--- src/rtl/regs_read_collector.sv ---
// Operand collector: accepts a request naming up to three register rows and reads each masked row
// through one synchronous read port. It then presents the collected rows until the consumer takes them.
module regs_read_collector #(
  parameter int unsigned ADDR_W = 8,
  parameter int unsigned DATA_W = 256
) (
  input  logic              clock,
  input  logic              reset,
  input  logic              io_in_valid,
  output logic              io_in_ready,
  input  logic [ADDR_W-1:0] io_in_addr0,
  input  logic [ADDR_W-1:0] io_in_addr1,
  input  logic [ADDR_W-1:0] io_in_addr2,
  input  logic [2:0]        io_in_mask,
  input  logic [7:0]        io_in_tag,
  output logic              mem_R0_en,
  output logic [ADDR_W-1:0] mem_R0_addr,
  input  logic [DATA_W-1:0] mem_R0_data,
  output logic              io_out_valid,
  input  logic              io_out_ready,
  output logic [DATA_W-1:0] io_out_data0,
  output logic [DATA_W-1:0] io_out_data1,
  output logic [DATA_W-1:0] io_out_data2,
  output logic [2:0]        io_out_mask,
  output logic [7:0]        io_out_tag
);

  localparam int unsigned NSRC  = 3;
  localparam int unsigned SEL_W = 2;

  typedef enum logic [1:0] {
    IDLE    = 2'd0,
    ISSUE   = 2'd1,
    CAPTURE = 2'd2,
    OUT     = 2'd3
  } state_e;

  state_e                        state_q, state_d;
  logic [NSRC-1:0][ADDR_W-1:0]   addr_q, addr_d;
  logic [NSRC-1:0][DATA_W-1:0]   data_q, data_d;
  logic [NSRC-1:0]               mask_q, mask_d;
  logic [NSRC-1:0]               pend_q, pend_d;
  logic [7:0]                    tag_q, tag_d;
  logic                          cap_vld_q, cap_vld_d;
  logic [SEL_W-1:0]              cap_sel_q, cap_sel_d;
  logic                          en_q, en_d;
  logic [ADDR_W-1:0]             raddr_q, raddr_d;
  logic                          valid_q, valid_d;
  logic [SEL_W-1:0]              sel_now;
  logic [SEL_W-1:0]              sel_next;

  // Index of the lowest-numbered source still waiting to be issued.
  function automatic logic [SEL_W-1:0] lowest(input logic [NSRC-1:0] p);
    if (p[0])      return SEL_W'(0);
    else if (p[1]) return SEL_W'(1);
    else           return SEL_W'(2);
  endfunction

  assign io_in_ready = (state_q == IDLE) && !reset;

  always_comb begin
    state_d   = state_q;
    addr_d    = addr_q;
    data_d    = data_q;
    mask_d    = mask_q;
    pend_d    = pend_q;
    tag_d     = tag_q;
    cap_vld_d = 1'b0;
    cap_sel_d = cap_sel_q;
    en_d      = 1'b0;
    raddr_d   = '0;
    valid_d   = 1'b0;
    sel_now   = lowest(pend_q);
    sel_next  = '0;

    // Row read in the previous cycle lands in the slot it was issued for.
    if (cap_vld_q) begin
      data_d[cap_sel_q] = mem_R0_data;
    end

    case (state_q)
      IDLE: begin
        if (io_in_valid) begin
          addr_d  = {io_in_addr2, io_in_addr1, io_in_addr0};
          mask_d  = io_in_mask;
          tag_d   = io_in_tag;
          data_d  = '0;
          pend_d  = io_in_mask;
          state_d = (io_in_mask != '0) ? ISSUE : OUT;
        end
      end
      ISSUE: begin
        pend_d    = pend_q & ~NSRC'(3'b001 << sel_now);
        cap_vld_d = 1'b1;
        cap_sel_d = sel_now;
        if (pend_d == '0) begin
          state_d = CAPTURE;
        end
      end
      CAPTURE: begin
        state_d = OUT;
      end
      OUT: begin
        if (io_out_ready) begin
          state_d = IDLE;
        end
      end
      default: begin
        state_d = IDLE;
      end
    endcase

    // Read port and valid are registered, so they are derived from the next state.
    if (state_d == ISSUE) begin
      sel_next = lowest(pend_d);
      en_d     = 1'b1;
      raddr_d  = addr_d[sel_next];
    end
    valid_d = (state_d == OUT);
  end

  always_ff @(posedge clock) begin
    if (reset) begin
      state_q   <= IDLE;
      addr_q    <= '0;
      data_q    <= '0;
      mask_q    <= '0;
      pend_q    <= '0;
      tag_q     <= '0;
      cap_vld_q <= 1'b0;
      cap_sel_q <= '0;
      en_q      <= 1'b0;
      raddr_q   <= '0;
      valid_q   <= 1'b0;
    end else begin
      state_q   <= state_d;
      addr_q    <= addr_d;
      data_q    <= data_d;
      mask_q    <= mask_d;
      pend_q    <= pend_d;
      tag_q     <= tag_d;
      cap_vld_q <= cap_vld_d;
      cap_sel_q <= cap_sel_d;
      en_q      <= en_d;
      raddr_q   <= raddr_d;
      valid_q   <= valid_d;
    end
  end

  assign mem_R0_en    = en_q;
  assign mem_R0_addr  = raddr_q;
  assign io_out_valid = valid_q;
  assign io_out_data0 = data_q[0];
  assign io_out_data1 = data_q[1];
  assign io_out_data2 = data_q[2];
  assign io_out_mask  = mask_q;
  assign io_out_tag   = tag_q;

endmodule

--- config.mk ---
export PLATFORM = sky130hd
export DESIGN_NAME = regs_read_collector
export DESIGN_NICKNAME = d
export VERILOG_FILES = /design/src/rtl/regs_read_collector.sv
export SDC_FILE = /design/constraint.sdc
export NUM_CORES = 2
export LEC_CHECK = 0
export CORE_AREA = 2 2 418 420
export DETAILED_ROUTE_END_ITERATION = 8
export DIE_AREA = 0 0 420 422
export GPL_TIMING_DRIVEN = 0
export PLACE_DENSITY = 0.35
export SKIP_LAST_GASP = 1
export SLEW_MARGIN = 20
export SYNTH_ARGS = -nofsm -noshare
export SYNTH_HDL_FRONTEND = slang
export SYNTH_SLANG_ARGS = --single-unit
--- constraint.sdc ---
create_clock -name clock -period 1.5 [get_ports clock]
set_input_delay 0.15 -clock clock [delete_from_list [all_inputs] [get_ports clock]]
set_output_delay 0.15 -clock clock [all_outputs]
set_load 0.05 [all_outputs]
Word-level counts from Yosys, hierarchy flattened
Index checks and enable logic that the tools add are counted.
{"block": "classes", "bitwise_logic": 3, "eq_ne": 6, "n_lt_le_gt_ge": 3, "muxes": 24, "reduce_logical": 10, "shifts": 1}
{"operator": "2-to-1 mux 768 bit", "n": 3}
{"operator": "bitwise mux 768 bit", "n": 1}
{"operator": "demux 256 bit (select 2 bit)", "n": 1}
{"operator": "2-to-1 mux 256 bit", "n": 1}
{"operator": "2-to-1 mux 24 bit", "n": 2}
{"operator": "2-to-1 mux 2 bit", "n": 9}
{"operator": "binary-select mux 8 bit (select 2 bit)", "n": 1}
{"operator": "2-to-1 mux 8 bit", "n": 1}
{"operator": "case mux 2 bit (4 select lines)", "n": 1}
{"operator": "equality test 2 bit, second input constant", "n": 3}
{"operator": "less-than comparator 2 x 3 -> 1 bit, second input constant", "n": 2}
{"operator": "case mux 3 bit (2 select lines)", "n": 1}
{"operator": "equality test 2 x 1 -> 1 bit, second input constant", "n": 2}
{"operator": "AND reduction 2 bit", "n": 2}
{"operator": "bitwise AND 3 bit", "n": 1}
{"operator": "zero test 3 bit", "n": 1}
{"operator": "2-to-1 mux 3 bit", "n": 1}
{"operator": "inverter 3 bit", "n": 1}
{"operator": "nonzero test 3 bit", "n": 1}
{"operator": "<< shifter 1 x 2 -> 3 bit, first input constant", "n": 1}
{"operator": ">= comparator 2 x 1 -> 1 bit, second input constant", "n": 1}
{"operator": "logical AND 1 bit", "n": 2}
{"operator": "zero test 2 bit", "n": 1}
{"operator": "2-to-1 mux 1 bit", "n": 2}
{"operator": "other kinds (5)", "n": 5}
{"block": "word_totals", "elab_cells": 63, "regBits": 821, "out_inout_bits": 790, "in_bits": 295}

Depth between registers and ports, before layout
{"block": "depth", "depth_word": 12, "mapped_depth": 8, "ltp_nobuf": 5}

Worst setup path before layout
OpenSTA, ideal clock, no wires.
{"block": "synth_path", "path_type": "reg2out", "startpoint": "register state_q[1]", "endpoint": "output io_in_ready", "required_time_ps": 1350, "path_stages_with_launch": 3, "path_buffers": 1, "slack_ps": -241, "t_arrival_ps": 1591, "cell_sequence": "dfxtp_1 buf_4 nor3_1"}
{"block": "synth_between", "elab_chain_cells": 2}
{"element": "start, declared", "line": "38", "text": "state_e state_q, state_d;"}
{"element": "start signal, assigned", "line": "136", "text": "state_q <= state_d;"}
{"element": "zero test 2 bit", "line": "59", "text": "assign io_in_ready = (state_q == IDLE) && !reset;"}
{"element": "logical AND 1 bit", "line": "59"}
{"element": "end, declared", "line": "10", "text": "output logic io_in_ready,"}
Every way passes these cells.

Final worst setup path
{"block": "layout_path", "startpoint": "register state_q[0]", "endpoint": "register data_q (netlist bit io_out_data1[109])"}
{"block": "layout_between", "elab_chain_cells": 2}
{"element": "zero test 2 bit", "line": "81", "text": "case (state_q)"}
{"element": "2-to-1 mux 768 bit", "line": "81"}
{"element": "end signal, assigned", "line": "138", "text": "data_q <= data_d;"}
{"element": "end, declared", "line": "40", "text": "logic [NSRC-1:0][DATA_W-1:0] data_q, data_d;"}
Every way passes these cells.
A chain may end at the register's enable or synchronous reset.

==> results.toml <==
[outcome]
status = "complete, but fails checks"
violations = "setup timing"

[clock_tree]
ctsLongestPathBuffers = 3
clock_latency_ps = 760
clkSinkCount = 821
cts_tree = "yes"
cts_max_level = 3
clk_pin_slew_worst_paths_ps = 60
cts_root_buf = "clkbuf_16"
numCtsBuffers = 105

[finish]
area_growth_pct = 86.11
fill_cells = 18620
drive_above_1_share = 0.3108
fin_nets = 5317
final_util = 0.3043
final_common_cell = "nand2_1"
final_cell_mix = "nand2_1, dfxtp_1, a21oi_1"

[routing]
drc = 0
viasPerCell = 4.081
drtAntennaViolNets = 0
drt_iter0_drc = 1455
drt-pass1-iter-count = 5
wl_per_cell_um = 25.11
wl_um = 186800
vias = 30360

[timing]
hold_viol = 0
slew_viol_final = 0
rsz0062_at_grt = "yes"
relSlewSlack = 0.4680
fin_ws_ps = -378.6
fin_tns_setup_ps = -338320
finalSetupViolCount = 1247
fin_crit_ps = 1879
fmax_mhz = 532.3
fin_skew_ps = 31.73
period_share = 1.252
tightestPinTransition_ps = 798.1

[logic_synthesis]
yosysTopAreaCell = "dfxtp_1"
synth.distinct_cells = 34
synth_nets = 3890
synth-seq-cells = 821
synthCells = 3595
yosysWarnings = 0
ys_top_cells_by_area = "dfxtp_1, nand2_1, a21oi_1"
synth_area_sq_mm = 0.02827
seq_area_frac_synth = 0.5815
yosysTopAreaCellShare = 0.5815
syn_avg_cell_area_sq_um = 7.863

[global_route]
grt_pass1_vias = 28850
grtUsageTotal = 0.1955
grt_max_degree = 15
antenna_found_initial = 30
grt_first_pass_wirelength_um = 242200
grt-ovfl-total = 0

[worst_hold_path]
holdCritPathClass = "in -> reg"
hold_depth = 3

[placement]
place_congestion = 0.8700
io_buffers = 1084
place_hpwl_um = 138900
post-place-ws_ps = -1525

[die]
initial_core_util = 0.1635
num_io_pins = 1085
die_h_um = 422
dieWidth_um = 420
rows = 153
fp.dieArea_sq_mm = 0.1772
core_area_sq_mm = 0.1729

[power]
p_per_area_mw_per_mm2 = 1144
p_total_uw = 60200
irDropWorstVdd_uv = 873.3
p_leak_uw = 0.02018

[critical_path]
path_class = "reg -> reg"
rr_worst_depth = 8
crit_path_end_kind = "register"
worstPathArrival_ps = 2510
cp_max_fo = 8
critPathLaunchType = "register"
required_ps = 2130

[flow_run]
maxCapViolCount = 0
-- power breakdown --
group / switching (uW) / internal, uW
logic: 7010 / 4860
clock network: 10600 / 15000
registers: 383 / 22400
total: 18000 / 42200
-- final timing paths --
check                                       from                end  slack, ps
worst max-delay path                  state_q[0]  io_out_data1[109]       -380
worst min-delay path            mem_R0_data[244]  io_out_data0[244]         60
worst max register to register        state_q[0]  io_out_data1[109]       -380
worst min register to register  io_out_data1[84]   io_out_data1[84]        450
-- state kept, by name (all words and copies together) (netlist names) --
register / flops
addr_q: 24
cap_sel_q: 2
cap_vld_q: 1
io_out_data0: 256
io_out_data1: 256
io_out_data2: 256
io_out_mask: 3
io_out_tag: 8
io_out_valid: 1
mem_R0_addr: 8
mem_R0_en: 1
pend_q: 3
state_q: 2
-- logic make-up after synthesis --
kind of cell | Yosys count | synth area share
AND/OR/NAND/NOR | 1651 | 0.2229
multiplexers | 14 | 0.004958
buffers and inverters | 275 | 0.04117
flip-flops | 821 | 0.5815
AO/OA/AOI/OAI | 834 | 0.1495
-- cell usage after synthesis --
library cell,number
a21boi_0,4
a21o_1,1
a21oi_1,811
a221o_1,1
a221oi_1,5
a221oi_2,1
and2_1,2
and3b_1,2
buf_1,7
buf_2,81
buf_4,1
buf_6,2
buf_8,1
clkbuf_1,183
dfxtp_1,821
mux2i_1,14
nand2_1,1613
nand2b_1,4
nand3b_1,4
nor2_1,10
nor2b_1,3
nor3_1,3
nor3b_1,2
nor3b_4,1
nor4_1,1
nor4_2,1
o21a_1,1
o21ai_0,8
o21bai_1,1
o22ai_1,1
or2_2,2
or3_1,1
or3b_1,1
or3b_2,1
-- layout make-up --
class | count | area (sq um) | area share
Antenna cell | 11 | 27.53 | 0.0005233
Buffer | 258 | 2522 | 0.04795
Clock buffer | 165 | 3136 | 0.05960
Clock inverter | 23 | 276.5 | 0.005256
Multi-Input combinational cell | 2499 | 12210 | 0.2320
Sequential cell | 821 | 16840 | 0.3201
Tap cell | 2325 | 2909 | 0.05530
Timing Repair Buffer | 1337 | 14690 | 0.2792
-- critical path, stage by stage, from the launching register on --
cell	delay, ps
dfxtp_4	350
or3b_4	370
buf_8	140
nand2b_4	140
buf_12	180
buf_12	120
buf_16	160
clkbuf_16	200
a21oi_1	40
-- through the flow --
| stage | hold slack [ps] | cells | area (sq um) |
|---|---|---|---|
| finish | 63.80 | 7439 | 52610 |
| global route | 35.52 | 7435 | 52600 |
| CTS | 2.398 | 7365 | 47860 |
| detailed placement | 446.1 | 7005 | 42360 |
| global placement | 440.7 | 7004 | 42320 |
| floorplan | 283.4 | 3595 | 28560 |
-- timing repair --
item                                     CTS  global route
buffers inserted                          35            32
pin swaps                                  4            41
endpoints found under the hold margin    274             0
resized for setup                       1224          3061
gates cloned                              13            47
endpoints found under the setup margin  1597          1597
hold buffers                             128             0
-- metal layers --
| layer | wire, um | share of wire | track usage |
|---|---|---|---|
| met1 | 75490 | 0.40 | 0.2301 |
| met2 | 93430 | 0.50 | 0.3433 |
| met3 | 11380 | 0.061 | 0.05042 |
| met4 | 6220 | 0.033 | 0.06121 |
| met5 | 274 | 0.0015 | 0 |
No activity file was read; power rests on OpenSTA's default activity.
